**src/rtl/serial_parity_rx.sv**
```systemverilog
// serial_parity_rx: receiving end of the XOR-parity serial link.
// Frame layout: start(0), DATA_W data bits LSB first, parity bit, stop(1).
// It deserialises each frame, checks parity with an XOR accumulator, and
// presents the word with held parity/framing error flags.
// Optional build macro SERIAL_PARITY_RX_ERR_CNT_EN adds a saturating 8-bit
// count of errored frames on port err_cnt.
module serial_parity_rx #(
   parameter int DATA_W     = 8,
   parameter bit ODD_PARITY = 1'b0
) (
   input  logic              clk,
   input  logic              rst,
   input  logic              in_valid,
   input  logic              in_bit,
   output logic              busy,
   output logic              out_valid,
   output logic [DATA_W-1:0] out_data,
   output logic              parity_err,
`ifdef SERIAL_PARITY_RX_ERR_CNT_EN
   output logic              frame_err,
   output logic [7:0]        err_cnt
`else
   output logic              frame_err
`endif
);

   localparam int CNT_W = $clog2(DATA_W + 1);

   typedef enum logic [1:0] {IDLE, DATA, PAR, STOP} state_t;

   state_t              state, state_next;
   logic [CNT_W-1:0]    cnt, cnt_next;
   logic [DATA_W-1:0]   shift, shift_next, shifted;
   logic                acc, acc_next;
   logic                parity_calc, parity_calc_next;
   logic                out_valid_next;
   logic [DATA_W-1:0]   out_data_next;
   logic                parity_err_next;
   logic                frame_err_next;

   // LSB-first reception: each new bit enters at the MSB end and moves down,
   // so after DATA_W bits the first bit received sits in bit 0.
   generate
      if (DATA_W == 1) begin : g_shift_single
         assign shifted = in_bit;
      end else begin : g_shift_multi
         assign shifted = {in_bit, shift[DATA_W-1:1]};
      end
   endgenerate

   // busy is a pure decode of the state register, so it carries no path from in_*.
   assign busy = (state != IDLE);

   // Next-state and datapath logic; everything holds unless a valid bit arrives.
   always_comb begin
      state_next       = state;
      cnt_next         = cnt;
      shift_next       = shift;
      acc_next         = acc;
      parity_calc_next = parity_calc;
      out_valid_next   = 1'b0;
      out_data_next    = out_data;
      parity_err_next  = parity_err;
      frame_err_next   = frame_err;
      case (state)
         IDLE: begin
            // A high line while idle is just the idle level and is ignored.
            if (in_valid && !in_bit) begin
               state_next = DATA;
               cnt_next   = '0;
               // Seeding with ODD_PARITY makes a correct frame always end at 0.
               acc_next   = ODD_PARITY;
            end
         end
         DATA: begin
            if (in_valid) begin
               shift_next = shifted;
               acc_next   = acc ^ in_bit;
               cnt_next   = cnt + 1'b1;
               if (cnt == CNT_W'(DATA_W - 1)) begin
                  state_next = PAR;
               end
            end
         end
         PAR: begin
            if (in_valid) begin
               parity_calc_next = acc ^ in_bit;
               state_next       = STOP;
            end
         end
         STOP: begin
            // Errored frames are still delivered; the flags describe them.
            if (in_valid) begin
               out_data_next   = shift;
               parity_err_next = parity_calc;
               frame_err_next  = ~in_bit;
               out_valid_next  = 1'b1;
               state_next      = IDLE;
            end
         end
         default: begin
            state_next = IDLE;
         end
      endcase
   end

   // State register.
   always_ff @(posedge clk or posedge rst) begin
      if (rst) begin
         state <= IDLE;
      end else begin
         state <= state_next;
      end
   end

   // Datapath and output registers; reset discards any partial frame.
   always_ff @(posedge clk or posedge rst) begin
      if (rst) begin
         cnt         <= '0;
         shift       <= '0;
         acc         <= 1'b0;
         parity_calc <= 1'b0;
         out_valid   <= 1'b0;
         out_data    <= '0;
         parity_err  <= 1'b0;
         frame_err   <= 1'b0;
      end else begin
         cnt         <= cnt_next;
         shift       <= shift_next;
         acc         <= acc_next;
         parity_calc <= parity_calc_next;
         out_valid   <= out_valid_next;
         out_data    <= out_data_next;
         parity_err  <= parity_err_next;
         frame_err   <= frame_err_next;
      end
   end

`ifdef SERIAL_PARITY_RX_ERR_CNT_EN
   logic err_hit;

   // Error event is the same condition that sets either flag on completion.
   assign err_hit = (state == STOP) && in_valid && (parity_calc || !in_bit);

   // Saturating errored-frame counter, updating alongside out_valid.
   always_ff @(posedge clk or posedge rst) begin
      if (rst) begin
         err_cnt <= 8'd0;
      end else if (err_hit && (err_cnt != 8'hFF)) begin
         err_cnt <= err_cnt + 8'd1;
      end
   end
`endif

endmodule

```
**config.mk**
```make
export PLATFORM = sky130hd
export DESIGN_NAME = serial_parity_rx
export DESIGN_NICKNAME = d
export VERILOG_FILES = /design/src/rtl/serial_parity_rx.sv
export SDC_FILE = /design/constraint.sdc
export NUM_CORES = 1
export LEC_CHECK = 0
export ABC_AREA = 1
export BUFFER_PORTS_ARGS = -buffer_cell sky130_fd_sc_hd__buf_4
export CORE_MARGIN = 2
export CORE_UTILIZATION = 60
export DETAILED_ROUTE_END_ITERATION = 12
export GPL_TIMING_DRIVEN = 0
export PLACE_DENSITY = 0.8
export SLEW_MARGIN = 15
export SYNTH_ARGS = -nofsm -noshare
export SYNTH_HDL_FRONTEND = slang
export SYNTH_SLANG_ARGS = --single-unit
```
**constraint.sdc**
```tcl
create_clock -name clk -period 3.4 [get_ports clk]
set_input_delay 0.17 -clock clk [delete_from_list [all_inputs] [get_ports clk]]
set_output_delay 0.17 -clock clk [all_outputs]
set_load 0.01 [all_outputs]
```
==> impl_metrics.py <==
metrics = {
    "die": {
        "fp-row-count": 16,
        "core_area_um2": 1960,
        "io-pin-count": 16,
        "die_y_um": 49.6,
        "die-area_um2": 2460,
        "die_x_um": 49.6,
        "initial_core_util_pct": 63.6,
    },
    "timing": {
        "setup_ws_ns": 1.88,
        "setup_violations": 0,
        "fin_skew_ns": 0.00638,
        "worstMarginPinSlew_ns": 0.961,
        "rsz0062_at_grt": "false",
        "slew_viol_final": 0,
        "finalCritPeriodShare_pct": 44.6,
        "maxSlewHeadroom_pct": 35.9,
        "final.setup.tns_ns": 0,
        "max_freq_mhz": 660,
        "layout_min_cycle_time_ns": 1.52,
        "final-hold-violation-count": 0,
    },
    "logic_synthesis": {
        "syn_nets": 146,
        "yosys.area.top_type_share_pct": 54.1,
        "synth_top_family_by_area": "simple AND/OR/NAND/NOR gates",
        "avgSynthCellArea_um2": 9.11,
        "syn-cell-area_um2": 1250,
        "synth-simple-area-share_pct": 18.7,
        "synth-adder-area-share_pct": 5.01,
        "ys_top_cells_by_area": "dfrtp_1, nand2_1, o21ai_0, ha_1, inv_1",
        "synth_mux_area_share_pct": 0.802,
        "yosysUniqueCellTypes": 23,
        "synthCells": 137,
        "ys_seq_area_share_pct": 54.1,
        "ys_warn_count": 0,
        "yosysTopAreaCell": "dfrtp_1",
        "synth_compound_gate_area_share_pct": 11.1,
        "yosys_register_bits": 27,
        "synth-xor-area-share_pct": 1.40,
    },
    "power_and_ir_drop": {
        "p_sw_uw": 457,
        "total_power_mw": 1.15,
        "vdd_ir_drop_max_uv": 454,
        "power_density_nw_per_um2": 813,
        "clock_power_share_pct": 12.9,
        "seq_power_share_pct": 43.6,
        "pwr-share-comb_pct": 43.5,
        "p_leak_nw": 0.738,
        "internal_power_uw": 696,
        "sw_frac_of_total_pct": 39.6,
    },
    "placed_design": {
        "place_inst": 178,
        "gp_congestion": 0.755,
        "hpwlAfterDp_mm": 1.59,
        "place_ws_ns": 1.95,
        "io_buffers": 14,
    },
    "grt": {
        "grt_max_degree": 28,
        "grtUsageTotal_pct": 20.7,
        "grt.overflow.total": 0,
        "grt_pass1_wl_mm": 3.86,
        "first_global_vias": 902,
        "grt_antenna_before_repair": 0,
    },
    "clock_network": {
        "cts-root-buf": "clkbuf_4",
        "post-cts-setup-buffer-count": 0,
        "cts_resized": 0,
        "cts_buffer_depth": 2,
        "clk_pin_slew_ns": 0.15,
        "cts_tree": "built",
        "clock-sinks": 27,
        "ctsHoldBuffers": 0,
        "cts_made_buffers": 3,
        "clock_latency_ns": 0.33,
        "htreeDepth": 1,
    },
    "worst_setup_path": {
        "path_class": "reg -> out",
        "startpoint": "state[0]",
        "cp.required_ns": 3.23,
        "worstReg2RegEnd": "state[0]",
        "crit_fanout": 5,
        "worstPathArrival_ns": 1.35,
        "crit_slowest_cell": "dfrtp_1",
        "r2r_start": "state[1]",
        "startpoint_type": "register",
        "reg2reg_depth": 9,
        "cp_cell_sequence": "inv_1 > ha_1 > inv_1 > buf_4",
        "crit_top_cell": "inv_1",
        "critPathMaxStageDelay_ns": 0.44,
        "end_kind": "output pin",
        "crit_end": "busy",
        "r2r_slack_ns": 1.93,
    },
    "drt": {
        "num_vias": 912,
        "via_per_inst": 5.01,
        "dr.pass1.iters": 4,
        "drt_iter0_drc": 18,
        "antenna_left": 0,
        "finalWirelength_mm": 2.15,
        "drcViolationCount": 0,
        "wire_per_inst_um": 11.8,
    },
    "worst_hold_path": {
        "hold_path_class": "in -> async",
    },
    "outcome": {
        "status": "finished, final reports clean",
    },
    "finish": {
        "nNetsFinal": 165,
        "finalNonFillerCells": 182,
        "antenna_cells": 0,
        "final_layout_size_suffix_gt1_share_pct": 20.0,
        "area_delta_synth_final_pct": 13.6,
    },
    "job": {
        "cap_viol_max_count": 0,
    },
}
-- synthesized netlist by cell type (all sizes together) --
cell type	n
ha	5
nand3	4
inv	17
xnor2	2
a21oi	4
buf	3
clkbuf	1
mux2i	1
dfrtp	27
o21ai	21
nand2	42
nand4	1
or2	1
a31oi	1
nor2	7
-- per-layer routing --
metal	part of all wire, %	vias up	track usage [%]
met1	45	427	25.5
met3	3.0	4	4.55
met5	0	-	0
met2	50	12	36.0
met4	1.3	0	6.94
li1	-	469	-
-- cells in the final DEF (no fill, tap or decap), types with 2 or more instances in the layout --
cell,n
nand2_1,38
dfrtp_1,27
o21ai_0,17
inv_1,16
buf_4,14
nor2_1,6
ha_1,5
nand3_1,4
nand2_2,3
o21ai_1,3
a21oi_1,3
clkbuf_4,3
buf_6,2
inv_6,2
xnor2_1,2
-- area by class of cell --
| class | count | area [um^2] |
|---|---|---|
| sequential | 27 | 676 |
| fill | 147 | 543 |
| multi-input combinational | 89 | 463 |
| timing repair buffer | 14 | 105 |
| inverter | 17 | 68.8 |
| buffer | 4 | 41.3 |
| tap | 27 | 33.8 |
| clock buffer | 3 | 22.5 |
| clock inverter | 1 | 8.76 |
-- through the flow --
stage | cell area [um^2] | hold WS [ns] | util, %
finish | 1420 | 0.0380 | 72.3
global route | 1420 | 0.0285 | 72.3
CTS | 1420 | 0.0425 | 72.3
detailed placement | 1390 | 0.420 | 70.7
global placement | 1390 | 0.414 | 70.7
floorplan | 1250 | 0.223 | -
-- power by group through the flow --
stage | clock network [mW] | registers, mW | logic (mW)
2_1_floorplan | 0 | 0.519 | 0.329
3_3_place_gp | 0 | 0.505 | 0.484
4_1_cts | 0.153 | 0.504 | 0.507
6_report | 0.149 | 0.504 | 0.502
5_1_grt | 0.166 | 0.518 | 0.580
3_5_place_dp | 0 | 0.510 | 0.505
-- critical path, delay by kind of cell (launching register included) --
family	cells	cell delay (ns)
flip-flops	1	0.44
buffers and inverters	3	0.33
adder cells (fa/ha/maj)	1	0.25
-- worst min-delay path by stage --
stage,endpoint,cells past startpoint,from
2_1_floorplan,acc,1,rst
3_3_place_gp,frame_err,2,in_bit
3_5_place_dp,frame_err,2,in_bit
4_1_cts,frame_err,2,in_bit
5_1_grt,frame_err,2,in_bit
6_report,shift[7],2,rst
-- sequential cells by signal, indices dropped and copies added (netlist names) --
register	flops
out_data	8
parity_calc	1
cnt	4
shift	8
parity_err	1
frame_err	1
state	2
acc	1
out_valid	1
-- cells by family (layout without fill, tap and decap cells) --
family / count (synthesis) / in the layout
AND/OR/NAND/NOR: 55 / 55
flip-flops: 27 / 27
AO/OA/AOI/OAI: 26 / 26
buffers and inverters: 21 / 39
adder cells (fa/ha/maj): 5 / 5
XOR/XNOR: 2 / 2
multiplexers: 1 / 1
No activity file was read; power rests on OpenSTA's default activity.
